<file path="src/rtl/hazard_tracking_unit.sv">
// hazard_tracking_unit: ID-stage load-use stall, branch flush and EX/MEM/WB operand forwarding
// Ports: clk, reset_n (sync, active-low); ID_* describe the post-NOP-mux instruction in ID;
// EX_Taken flags a taken control transfer; CU_Mux_Sel/PC_LE/IF_ID_LE/IF_ID_Flush steer the
// front end; Fwd_A/Fwd_B pick 00 RF, 01 EX, 10 MEM, 11 WB; Stall_Count/Flush_Count saturate.
module hazard_tracking_unit #(
  parameter int CNT_W = 16
) (
  input  logic             clk,
  input  logic             reset_n,
  input  logic [4:0]       ID_rs1,
  input  logic [4:0]       ID_rs2,
  input  logic             ID_rs1_used,
  input  logic             ID_rs2_used,
  input  logic [4:0]       ID_rd,
  input  logic             ID_RF_Enable,
  input  logic             ID_Load_Instr,
  input  logic             EX_Taken,
  output logic             CU_Mux_Sel,
  output logic             PC_LE,
  output logic             IF_ID_LE,
  output logic             IF_ID_Flush,
  output logic [1:0]       Fwd_A,
  output logic [1:0]       Fwd_B,
  output logic [CNT_W-1:0] Stall_Count,
  output logic [CNT_W-1:0] Flush_Count
);
  typedef struct packed {
    logic       rf_en;
    logic       load;
    logic [4:0] rd;
  } slot_t;
  slot_t ex_s, mem_s, wb_s;
  logic stall, flush;
  // x0 is hardwired, so a write to it never produces a dependency
  function automatic logic writes(input slot_t s, input logic [4:0] r);
    return s.rf_en && s.rd == r && r != 5'd0;
  endfunction
  function automatic logic [1:0] fwd_sel(input slot_t e, input slot_t m, input slot_t w,
                                         input logic [4:0] r, input logic used);
    return !used ? 2'b00 : writes(e, r) ? 2'b01 : writes(m, r) ? 2'b10 : writes(w, r) ? 2'b11 : 2'b00;
  endfunction
  always_comb begin
    flush       = EX_Taken;
    stall       = ex_s.load && ((ID_rs1_used && writes(ex_s, ID_rs1)) ||
                                (ID_rs2_used && writes(ex_s, ID_rs2)));
    CU_Mux_Sel  = !reset_n || flush || stall;
    PC_LE       = reset_n && (flush || !stall);
    IF_ID_LE    = reset_n && (flush || !stall);
    IF_ID_Flush = reset_n && flush;
    Fwd_A       = reset_n ? fwd_sel(ex_s, mem_s, wb_s, ID_rs1, ID_rs1_used) : 2'b00;
    Fwd_B       = reset_n ? fwd_sel(ex_s, mem_s, wb_s, ID_rs2, ID_rs2_used) : 2'b00;
  end
  always_ff @(posedge clk) begin
    if (!reset_n) begin
      ex_s        <= '0;
      mem_s       <= '0;
      wb_s        <= '0;
      Stall_Count <= '0;
      Flush_Count <= '0;
    end else begin
      wb_s  <= mem_s;
      mem_s <= ex_s;
      ex_s  <= (stall || flush) ? slot_t'('0) : slot_t'({ID_RF_Enable, ID_Load_Instr, ID_rd});
      if (stall && !flush && !(&Stall_Count)) Stall_Count <= Stall_Count + CNT_W'(1);
      if (flush && !(&Flush_Count)) Flush_Count <= Flush_Count + CNT_W'(1);
    end
  end
endmodule

</file>
<file path="config.mk">
export PLATFORM = sky130hd
export DESIGN_NAME = hazard_tracking_unit
export DESIGN_NICKNAME = d
export VERILOG_FILES = /design/src/rtl/hazard_tracking_unit.sv
export SDC_FILE = /design/constraint.sdc
export NUM_CORES = 1
export LEC_CHECK = 0
export ABC_AREA = 0
export CAP_MARGIN = 20
export CORE_ASPECT_RATIO = 1.75
export CORE_MARGIN = 2
export CORE_UTILIZATION = 50
export CTS_CLUSTER_DIAMETER = 80
export DETAILED_ROUTE_END_ITERATION = 8
export PLACE_DENSITY = 0.8
export REMOVE_ABC_BUFFERS = 1
export SLEW_MARGIN = 25
export SYNTH_ARGS = -nofsm -noshare
export SYNTH_HDL_FRONTEND = slang
export SYNTH_SLANG_ARGS = --single-unit
</file>
<file path="constraint.sdc">
create_clock -name clk -period 3.05 [get_ports clk]
set_input_delay 0.61 -clock clk [delete_from_list [all_inputs] [get_ports clk]]
set_output_delay 0.61 -clock clk [all_outputs]
set_load 0.03 [all_outputs]
</file>
==> results of run 1 <==
[routing by layer]
layer	up-vias	GRT usage (%)	part of all wire [%]
li1	1186	-	-
met1	1133	23.47	36
met2	79	46.76	56
met3	18	3.121	4.7
met4	0	12.52	3.7
met5	-	0	0
[state kept, by name (all words and copies together) (netlist names)]
signal,count
Flush_Count,16
Stall_Count,16
ex_s,7
mem_s,6
wb_s,6
[stage by stage]
stage,cells,util (%)
after global placement,422,67.72
after global routing,430,71.54
after floorplan,284,-
after detailed placement,422,67.72
final,430,71.54
after CTS,430,70.09
[power groups by stage]
stage	Combinational (W)	Sequential [W]	Clock [W]
after CTS	0.000144	0.000686	0.000454
after detailed placement	0.000144	0.000702	0
after global placement	0.000142	0.000702	0
after floorplan	0.0000557	0.000704	0
after global routing	0.000159	0.000688	0.000484
final	0.000150	0.000686	0.000447
[synthesized netlist by cell type, types with 2 or more instances]
master | number | share of area (%)
o21ai_2 | 4 | 1.4
a41oi_1 | 2 | 0.68
nor3_1 | 6 | 1.2
xnor2_1 | 24 | 8.1
inv_1 | 6 | 0.87
and2_1 | 20 | 4.8
nand4_1 | 12 | 2.9
and3_1 | 5 | 1.2
mux2i_1 | 3 | 1.2
nor2_1 | 25 | 3.6
nor3b_1 | 2 | 0.58
or4_1 | 6 | 1.7
buf_4 | 2 | 0.58
o21ai_0 | 5 | 0.97
dfxtp_1 | 51 | 39
nand3_1 | 17 | 3.3
a21oi_2 | 2 | 0.68
nor4_1 | 6 | 1.4
clkbuf_1 | 4 | 0.58
o21bai_1 | 2 | 0.58
xor2_1 | 18 | 6.1
or3_1 | 7 | 1.7
a21oi_1 | 14 | 2.7
nand2_1 | 25 | 3.6
o31ai_1 | 4 | 1.2
nand2b_1 | 3 | 0.72
ha_1 | 2 | 0.97
[worst min path at each step]
stage	start	end	slack, ns
2_1_floorplan	mem_s[6]	wb_s[6]	0.45
3_3_place_gp	Stall_Count[4]	Stall_Count[4]	0.48
3_5_place_dp	Stall_Count[4]	Stall_Count[4]	0.48
4_1_cts	Stall_Count[4]	Stall_Count[4]	0.49
5_1_grt	Stall_Count[4]	Stall_Count[4]	0.52
6_report	Stall_Count[4]	Stall_Count[4]	0.49
[layout make-up]
cell class / instances / area, µm²
clock inverter: 1 / 30.03
fill: 411 / 1416
inverter: 6 / 22.52
tap: 54 / 67.56
clock buffer: 6 / 72.57
multi-input combinational: 227 / 1545
timing repair buffer: 85 / 802.0
sequential: 51 / 1021
[kinds of logic (layout without fill, tap and decap cells)]
logic type | count (synthesis) | after routing | share of synthesized area (%)
and+or+nand+nor | 142 | 142 | 30.61
adders and majority gates | 2 | 2 | 0.9656
DFF | 51 | 51 | 39.40
muxes | 3 | 3 | 1.159
AOI/OAI and AO/OA | 38 | 38 | 10.24
buffers and inverters | 15 | 98 | 3.428
xor gates and xnor gates | 42 | 42 | 14.20
[worst max-delay path: stages]
cell             delay (ns)
clkdlybuf4s50_1        0.42
or4_4                  0.50
nor2_4                 0.15
buf_4                  0.14
nor2_1                 0.04
nand3_1                0.12
nor3b_1                0.24
buf_4                  0.21
[what timing repair did]
action | CTS | global route
setup endpoints to repair | 3 | 7
hold buffers | 0 | 0
pin swaps | 4 | 8
buffers inserted | 1 | 0
gates resized for setup | 12 | 17
==> results by group, run 1 <==
Clock tree
  • CTS Root Buffer Type: clkbuf_8
  • Worst skew pair latency: 0.30 ns
  • H-Tree Depth: 2
  • Clk slew on worst S/H paths: 0.08 ns
  • Num Clock Sinks: 51
  • CTS tree: done
  • Number of CTS-inserted buffers: 5
  • Clk buf depth: 2

Yosys
  • Syn Area/Cell: 8.844 µm²
  • Cell Area, Synth: 0.002591 mm²
  • Yosys Warn Count: 0
  • Main synth FF type: dfxtp_1
  • Mapped Cells: 293
  • Distinct cell type count after synthesis: 43
  • Post-synthesis sequential area ratio: 39.40%
  • Number of flops mapped to enable cells by yosys: 0
  • Ys async rst share: 0%
  • Synthesized flop and latch total: 51

Power
  • Total Power: 0.001283 W
  • P_leak: 1.253 nW
  • Sw Pwr: 0.0002921 W
  • Switching Share: 22.76%
  • Comb power frac: 11.7%
  • Power Dens Cells: 360.3 mW/mm²
  • Register share of total power: 53.5%
  • Internal power: 0.0009911 W
  • VDD IR max: 0.4149 mV
  • Clk network pwr share: 34.8%

Die
  • Starting Density: 52.06%
  • DIE HEIGHT: 99.23 µm
  • Die ar.: 0.005797 mm²
  • I/O pin total: 62
  • Core Region: 0.004977 mm²
  • DIE WIDTH: 58.42 µm
  • Row cnt: 34

Routing
  • DR vias: 2416
  • Antenna Nets Post-Route: 0
  • Drt drc: 0
  • Post-DR vias/cell: 5.619
  • Avg WL per Cell: 15.79 µm
  • 1st-pass router iterations: 4
  • Total Wirelength: 6.790 mm
  • Starting DRC count in detailed routing: 85

Layout
  • Diodes inserted: 0
  • Leading cell types in the layout, fill and taps excluded: dfxtp_1, clkdlybuf4s50_1, buf_4, nand2_1, nor2_1
  • Layout area overhead: 37.42%
  • Commonest non-fill, non-tap cell in the layout: dfxtp_1
  • Net count, final: 400
  • Final Cell Area: 0.003561 mm²
  • Layout cell share with drive strength beyond 1: 16.49%

Worst setup path
  • Kind of critical path: in2out
  • RR Startpoint: Stall_Count[0]
  • Reg-to-reg setup timing slack: 0.82 ns
  • Critical Path Source Type: input pin
  • Worst setup path startpoint: ID_rs2[2]
  • Critical-path maximum fanout: 3
  • CP required: 2.44 ns
  • Cell count of the worst reg-to-reg path: 8
  • Setup crit end kind: output port
  • WP data arrival: 2.43 ns
  • Last element of the critical path: Fwd_B[1]
  • R2R Path End: Stall_Count[14]

Timing
  • Final hold viol count: 0
  • Worst Slack Setup Final: 0.005298 ns
  • Setup-failing EPs final: 0
  • Fin crit share: 99.83%
  • Max Fclk: 328.4 MHz
  • Worst Hold Slack: 0.4890 ns
  • Total negative setup slack: 0 ns
  • Crit path time final: 3.045 ns
  • Worst slew pin tran: 0.4525 ns
  • Slew headroom: 69.44%
  • Clock Skew: 0.008555 ns
  • Fin. max-slew vios: 0

Run
  • Max-Cap Viols: 0

Placed design
  • DP Area: 0.003371 mm²
  • Setup WS pre-CTS: -0.4301 ns
  • Post-DP HPWL: 5.153 mm
  • Gp weighted congestion: 0.9812
  • I/O Buffers: 61

Hold path
  • Worst hold path class: reg2reg
  • WHS Path Cells: 2

Global route
  • Total grt overflow: 0
  • GRT Total Usage: 24.18%
  • First-pass GRT wire length: 10.82 mm
  • Pin count of the biggest net entering global routing: 30
  • Initial antenna violation count: 0
  • Vias in the first global route: 2457

Outcome
  • Status: complete, no violations
Power figures use the tool's default switching activity.
==> run 2, diff against run 1 <==
--- a/config.mk
+++ b/config.mk
@@ -12,6 +12,7 @@
 export CORE_UTILIZATION = 50
 export CTS_CLUSTER_DIAMETER = 80
 export DETAILED_ROUTE_END_ITERATION = 8
+export GPL_TIMING_DRIVEN = 1
 export PLACE_DENSITY = 0.8
 export REMOVE_ABC_BUFFERS = 1
 export SLEW_MARGIN = 25
==> results of run 2 <==
No change in the layout: final DEF, timing and power equal those of run 1.
